--- src/rtl/ccff_loader_pkg.sv ---
// Shared types and helpers for the configuration-chain loader.
package ccff_loader_pkg;

  // Loader FSM states; 2-bit encoding is visible on the debug port.
  typedef enum logic [1:0] {
    ST_IDLE  = 2'd0,
    ST_LOAD  = 2'd1,
    ST_SHIFT = 2'd2,
    ST_DONE  = 2'd3
  } state_e;

  // Width needed to hold the values 0..n inclusive.
  function automatic int cnt_width(input int n);
    return $clog2(n + 1);
  endfunction

endpackage

--- src/rtl/ccff_piso.sv ---
// Parallel-in / serial-out word register feeding the chain head MSB-first.
// A load takes priority over a shift issued in the same cycle.
module ccff_piso #(
  parameter int DATA_W = 8,
  parameter int CNT_W  = $clog2(DATA_W + 1)
) (
  input  logic              CK,
  input  logic              RSTN,
  input  logic              load,
  input  logic [DATA_W-1:0] load_data,
  input  logic              shift,
  output logic              msb,
  output logic [CNT_W-1:0]  bits_left
);

  logic [DATA_W-1:0] sreg_q, sreg_d;
  logic [CNT_W-1:0]  wbits_q, wbits_d;

  // Next word contents: reload, shift left by one, or hold.
  always_comb begin
    sreg_d  = sreg_q;
    wbits_d = wbits_q;
    if (load) begin
      sreg_d  = load_data;
      wbits_d = CNT_W'(DATA_W);
    end else if (shift) begin
      sreg_d = {sreg_q[DATA_W-2:0], 1'b0};
      if (wbits_q != '0) wbits_d = wbits_q - CNT_W'(1);
    end
  end

  // Word register and bits-remaining counter.
  always_ff @(posedge CK or negedge RSTN) begin
    if (!RSTN) begin
      sreg_q  <= '0;
      wbits_q <= '0;
    end else begin
      sreg_q  <= sreg_d;
      wbits_q <= wbits_d;
    end
  end

  assign msb       = sreg_q[DATA_W-1];
  assign bits_left = wbits_q;

endmodule

--- src/rtl/ccff_bitstream_loader.sv ---
// Feeds a DFF configuration chain: accepts words, shifts exactly CHAIN_LEN
// bits MSB-first onto the chain head, then reports completion.
//
// Handshake: a word transfers on a CK edge where cfg_valid and cfg_ready are
// both 1. cfg_ready is a registered output and depends only on loader state,
// never on cfg_valid; the source may change cfg_data freely while no
// transfer takes place.
module ccff_bitstream_loader
  import ccff_loader_pkg::*;
#(
  parameter int DATA_W    = 8,
  parameter int CHAIN_LEN = 64,
  parameter int CNT_W     = cnt_width(CHAIN_LEN)
) (
  input  logic              CK,
  input  logic              RSTN,
  input  logic              start,
  input  logic [DATA_W-1:0] cfg_data,
  input  logic              cfg_valid,
  output logic              cfg_ready,
  output logic              ccff_head,
  output logic              ccff_shift_en,
  output logic              busy,
  output logic              done,
  output logic              err_start,
  input  logic              chain_tail,
  output logic [CNT_W-1:0]  tail_ones,
  output logic [1:0]        dbg_state
);

  localparam int WB_W = cnt_width(DATA_W);

  state_e           state_q, state_d;
  logic [CNT_W-1:0] rem_q, rem_d;
  logic [CNT_W-1:0] tail_ones_q, tail_ones_d;
  logic             cfg_ready_q, cfg_ready_d;
  logic             shift_en_q, shift_en_d;
  logic             busy_q, busy_d;
  logic             done_q, done_d;
  logic             err_start_q, err_start_d;

  logic             hs;
  logic             piso_shift;
  logic             piso_msb;
  logic [WB_W-1:0]  wbits;

  assign hs         = cfg_valid & cfg_ready_q;
  assign piso_shift = (state_q == ST_SHIFT);

  ccff_piso #(
    .DATA_W (DATA_W),
    .CNT_W  (WB_W)
  ) u_piso (
    .CK        (CK),
    .RSTN      (RSTN),
    .load      (hs),
    .load_data (cfg_data),
    .shift     (piso_shift),
    .msb       (piso_msb),
    .bits_left (wbits)
  );

  // FSM, remaining-bit counter, tail readback and registered output values.
  always_comb begin
    state_d     = state_q;
    rem_d       = rem_q;
    tail_ones_d = tail_ones_q;
    cfg_ready_d = 1'b0;
    shift_en_d  = 1'b0;
    busy_d      = 1'b0;
    done_d      = done_q;
    err_start_d = err_start_q;

    if (start && (state_q == ST_LOAD || state_q == ST_SHIFT)) err_start_d = 1'b1;

    case (state_q)
      ST_IDLE, ST_DONE: begin
        if (start) begin
          rem_d       = CNT_W'(CHAIN_LEN);
          tail_ones_d = '0;
          err_start_d = 1'b0;
          done_d      = 1'b0;
          state_d     = ST_LOAD;
          cfg_ready_d = 1'b1;
          busy_d      = 1'b1;
        end
      end
      ST_LOAD: begin
        busy_d = 1'b1;
        if (hs) begin
          state_d    = ST_SHIFT;
          shift_en_d = 1'b1;
        end else begin
          cfg_ready_d = 1'b1;
        end
      end
      ST_SHIFT: begin
        busy_d = 1'b1;
        rem_d  = rem_q - CNT_W'(1);
        if (chain_tail && tail_ones_q != CNT_W'(CHAIN_LEN))
          tail_ones_d = tail_ones_q + CNT_W'(1);
        if (rem_q == CNT_W'(1)) begin
          // Last chain bit captured this edge; leftover word bits are dropped.
          state_d = ST_DONE;
          done_d  = 1'b1;
          busy_d  = 1'b0;
        end else if (hs) begin
          // Back-to-back word: next cycle shifts its MSB with no bubble.
          shift_en_d = 1'b1;
        end else if (wbits == WB_W'(1)) begin
          state_d     = ST_LOAD;
          cfg_ready_d = 1'b1;
        end else begin
          shift_en_d  = 1'b1;
          cfg_ready_d = (wbits == WB_W'(2)) && (rem_q > CNT_W'(2));
        end
      end
      default: state_d = ST_IDLE;
    endcase
  end

  // State and output registers.
  always_ff @(posedge CK or negedge RSTN) begin
    if (!RSTN) begin
      state_q     <= ST_IDLE;
      rem_q       <= '0;
      tail_ones_q <= '0;
      cfg_ready_q <= 1'b0;
      shift_en_q  <= 1'b0;
      busy_q      <= 1'b0;
      done_q      <= 1'b0;
      err_start_q <= 1'b0;
    end else begin
      state_q     <= state_d;
      rem_q       <= rem_d;
      tail_ones_q <= tail_ones_d;
      cfg_ready_q <= cfg_ready_d;
      shift_en_q  <= shift_en_d;
      busy_q      <= busy_d;
      done_q      <= done_d;
      err_start_q <= err_start_d;
    end
  end

  assign cfg_ready     = cfg_ready_q;
  assign ccff_head     = piso_msb;
  assign ccff_shift_en = shift_en_q;
  assign busy          = busy_q;
  assign done          = done_q;
  assign err_start     = err_start_q;
  assign tail_ones     = tail_ones_q;
  assign dbg_state     = state_q;

endmodule
--- config.mk ---
export PLATFORM = sky130hd
export DESIGN_NAME = ccff_bitstream_loader
export DESIGN_NICKNAME = d
export VERILOG_FILES = /design/src/rtl/ccff_loader_pkg.sv /design/src/rtl/ccff_piso.sv /design/src/rtl/ccff_bitstream_loader.sv
export SDC_FILE = /design/constraint.sdc
export NUM_CORES = 1
export LEC_CHECK = 0
export CAP_MARGIN = 20
export CORE_ASPECT_RATIO = 0.7
export CORE_MARGIN = 1
export CORE_UTILIZATION = 50
export DETAILED_ROUTE_END_ITERATION = 12
export GPL_TIMING_DRIVEN = 0
export PLACE_DENSITY = 0.78
export SKIP_LAST_GASP = 1
export SLEW_MARGIN = 25
export SYNTH_ARGS = -nofsm -noshare
export SYNTH_HDL_FRONTEND = slang
export SYNTH_SLANG_ARGS = --single-unit
--- constraint.sdc ---
create_clock -name CK -period 2.2 [get_ports CK]
set_clock_uncertainty 0.05 [all_clocks]
set_input_delay 0.44 -clock CK [delete_from_list [all_inputs] [get_ports CK]]
set_output_delay 0.44 -clock CK [all_outputs]
set_load 0.02 [all_outputs]
==> flow_summary.json <==
{
  "cts_resized": 0,
  "firstDrtPassIters": 4,
  "use_met2_pct": 28.7,
  "grt_pass1_vias": 1285,
  "worst_slew_pin_slew_ns": 0.608,
  "met1_usage_pct": 34.2,
  "wl_mm": 3.81,
  "cts_sinks": 33,
  "synth_top_cell_by_area": "dfrtp_1",
  "post-route-min-period_ns": 2.01,
  "synth-seq-cells": 33,
  "rr_startpoint": "dbg_state[0]$_DFFE_PN0P_",
  "drc": 0,
  "postCtsSetupBuffers": 0,
  "layout-drive-gt1-share_pct": 8.77,
  "rsz0062_at_grt": "no",
  "p_sw_w": 0.00118,
  "num_vias": 1504,
  "crit_required_ns": 2.36,
  "r2r_slack_ns": 0.19,
  "grtUsageMet3_pct": 5.14,
  "die_h_microns": 53.1,
  "num-fill-cells": 305,
  "grt_use_total_pct": 21.9,
  "clk_latency_ns": 0.29,
  "grt_pass1_wl_mm": 6.23,
  "drt_iter0_drc": 103,
  "final_cell_area_sq_mm": 0.00231,
  "arrival_ns": 2.17,
  "num_io_pins": 28,
  "wl_per_cell_microns": 13.7,
  "rows": 18,
  "outcome": "complete, no violations",
  "pwr-share-clk_pct": 15.9,
  "rr_worst_depth": 7,
  "final-seq-area_sq_um": 826,
  "path_class": "flip-flop to flip-flop",
  "yosys.cell_types.count": 40,
  "worst-path-buf-inv": 2,
  "htree_levels": 2,
  "synth_area_leaders": "dfrtp_1 (44%), ha_1 (8.1%), mux2i_1 (7.0%), nand2_1 (5.0%), o21ai_0 (4.0%)",
  "die_x_microns": 75.0,
  "r2r_end": "tail_ones[3]$_DFFE_PN0P_",
  "seq_area_frac_synth_pct": 44.3,
  "cp_slowest_cell": "a2111o_1",
  "timing.fmax_mhz": 499,
  "synth_nets": 218,
  "hpwl_mm": 2.88,
  "path_clk_slew_ns": 0.06,
  "final_hold_viol_count": 0,
  "netlist.area_leader.share_pct": 44.3,
  "switching_share_pct": 40.8,
  "drv_slew": 0,
  "dieArea_sq_mm": 0.00398,
  "max_stage_delay_ns": 0.40,
  "synth-warning-count": 0,
  "grt_overflow": 0,
  "antenna_found_initial": 0,
  "seq_power_share_pct": 35.2,
  "cts-root-buf": "clkbuf_8",
  "viasPerCell": 5.41,
  "syn_area_sq_mm": 0.00186,
  "diodes": 0,
  "multiInputGateArea_sq_um": 950,
  "p_comb_share_pct": 48.9,
  "syn_inst": 193,
  "cts_buffers": 5,
  "critPathMaxFanout": 10,
  "drv_cap": 0,
  "final_antenna_net_count": 0,
  "path_cells": "inv_1 > ha_1 > buf_6 > mux2_2 > nand4_1 > a2111o_1 > o21ai_0",
  "grt_max_degree": 18,
  "finalSetupViolCount": 0,
  "design.core.area_sq_mm": 0.00354,
  "syn_to_final_growth_pct": 23.8,
  "avgSynthCellArea_sq_um": 9.66,
  "fin_util_pct": 65.3,
  "p_leak_nw": 0.997,
  "ir_worst_vdd_v": 0.000991,
  "pwr_density_cell_mw_per_mm2": 1250,
  "initial_core_util_pct": 52.7,
  "tritoncts": "done",
  "placed_area_sq_mm": 0.00222,
  "cts.path.max_buffers": 2,
  "cts_hold_buf": 0,
  "routabilityCongestion": 0.829,
  "hp-class": "input pin to async pin",
  "max_slew_margin_pct": 59.4,
  "nets": 253,
  "crit_family": "compound AO/OA/AOI/OAI gates",
  "port_buffers": 27,
  "critPathLaunchType": "flip-flop",
  "critPathCaptureType": "flip-flop",
  "p_int_w": 0.00171,
  "fin_crit_sh_pct": 91.1,
  "busiest_layer": "met1"
}
==> Yosys cell counts, drive strengths merged <==
| master | n |
|---|---|
| nand4 | 3 |
| or3b | 1 |
| nor3 | 2 |
| nor2 | 10 |
| or4 | 2 |
| nand2b | 5 |
| nand2 | 26 |
| nand3 | 5 |
| mux2 | 2 |
| o31ai | 2 |
| a2111o | 2 |
| buf | 1 |
| or3 | 5 |
| a21oi | 14 |
| or2 | 1 |
| and2b | 1 |
| clkbuf | 6 |
| and4 | 2 |
| or2b | 1 |
| inv | 12 |
| mux2i | 13 |
| ha | 12 |
| o21a | 2 |
| dfrtp | 33 |
| xor2 | 2 |
| nand3b | 1 |
| a41oi | 1 |
| o22ai | 1 |
| o21ai | 16 |
| xnor2 | 3 |
| o2bb2ai | 1 |
| and2 | 1 |
| nor4 | 2 |
| a211o | 1 |
| o221ai | 1 |
==> flip-flops by register name (all words and copies together) (netlist names), 2 cells and up <==
name	count
rem_q	7
dbg_state	2
u_piso.bits_left	4
tail_ones	7
u_piso.sreg_q	8
==> layer usage <==
metal,vias to the layer above,wire length (microns)
met1,720,2050
met3,5,235
met2,32,1480
met4,0,48
met5,-,0
li1,747,-
==> how the worst max path moves through the flow <==
stage                                    start                         endpoint  cells past startpoint
5_1_grt        u_piso.bits_left[0]$_DFFE_PN0P_  u_piso.bits_left[2]$_DFFE_PN0P_                      6
2_1_floorplan         dbg_state[0]$_DFFE_PN0P_         tail_ones[3]$_DFFE_PN0P_                      7
3_3_place_gp                              RSTN     u_piso.sreg_q[3]$_DFFE_PN0P_                      1
3_5_place_dp                         cfg_valid     u_piso.sreg_q[7]$_DFFE_PN0P_                      5
6_report              dbg_state[0]$_DFFE_PN0P_         tail_ones[3]$_DFFE_PN0P_                      7
4_1_cts        u_piso.bits_left[0]$_DFFE_PN0P_  u_piso.bits_left[3]$_DFFE_PN0P_                      6
==> worst register-to-register path, delay by kind of cell, from the launching register on <==
kind,cells,cell delay (ns)
adders and majority gates,1,0.30
muxes,1,0.33
DFF,1,0.39
buffers and inverters,2,0.21
AOI/OAI and AO/OA,2,0.47
and+or+nand+nor,1,0.17
==> through the flow <==
step	hold WS, ns	instances	setup TNS (ns)	total power, W	setup slack, ns
4_1_cts	0.0393	278	0	0.00291	0.198
2_1_floorplan	0.0944	193	0	0.00200	0.220
3_3_place_gp	0.429	270	-1.82	0.00239	-0.0567
5_1_grt	0.0625	278	0	0.00313	0.0480
6_report	0.0300	278	0	0.00289	0.195
3_5_place_dp	0.348	271	0	0.00244	0.00795
==> final cells by class <==
class	count	area share, %
Multi-Input combinational cell	141	41.2
Tap cell	50	2.71
Inverter	12	1.95
Clock buffer	7	3.74
Buffer	7	1.95
Timing Repair Buffer	28	12.7
Sequential cell	33	35.8
==> cell usage in the layout, fill, tap and decap left out, types with 2 or more instances in the layout <==
cell / Yosys / routed
nand3_1: 5 / 5
o21a_1: 2 / 2
and4_1: 2 / 2
nand2_1: 25 / 25
nor4_1: 2 / 2
dfrtp_1: 33 / 33
clkdlybuf4s50_1: 0 / 26
xor2_1: 2 / 2
o21ai_0: 15 / 15
ha_1: 12 / 12
a2111o_1: 2 / 2
nor2_1: 10 / 10
a21oi_1: 14 / 14
inv_1: 12 / 12
clkbuf_1: 5 / 5
nand2b_1: 5 / 5
clkbuf_8: 1 / 7
or3_1: 5 / 5
o31ai_1: 2 / 2
xnor2_1: 3 / 3
mux2i_1: 13 / 13
nor3_1: 2 / 2
nand4_1: 3 / 3
==> logic make-up (layout without fill, tap and decap cells) <==
| group | count (synthesis) | in the layout | share of synthesized area, % |
|---|---|---|---|
| buf+inv | 19 | 54 | 4.76 |
| xor+xnor | 5 | 5 | 2.35 |
| flops | 33 | 33 | 44.3 |
| mux | 15 | 15 | 8.19 |
| compound gates | 41 | 41 | 13.7 |
| fa+ha+maj | 12 | 12 | 8.05 |
| simple gates | 68 | 68 | 18.7 |
==> power by group through the flow <==
stage	sequential, W	clock [W]	combinational, W
4_1_cts	0.00102	0.000471	0.00142
6_report	0.00102	0.000460	0.00141
3_3_place_gp	0.00102	0	0.00137
2_1_floorplan	0.00107	0	0.000925
3_5_place_dp	0.00103	0	0.00141
5_1_grt	0.00105	0.000492	0.00158
Power figures use the tool's default switching activity.
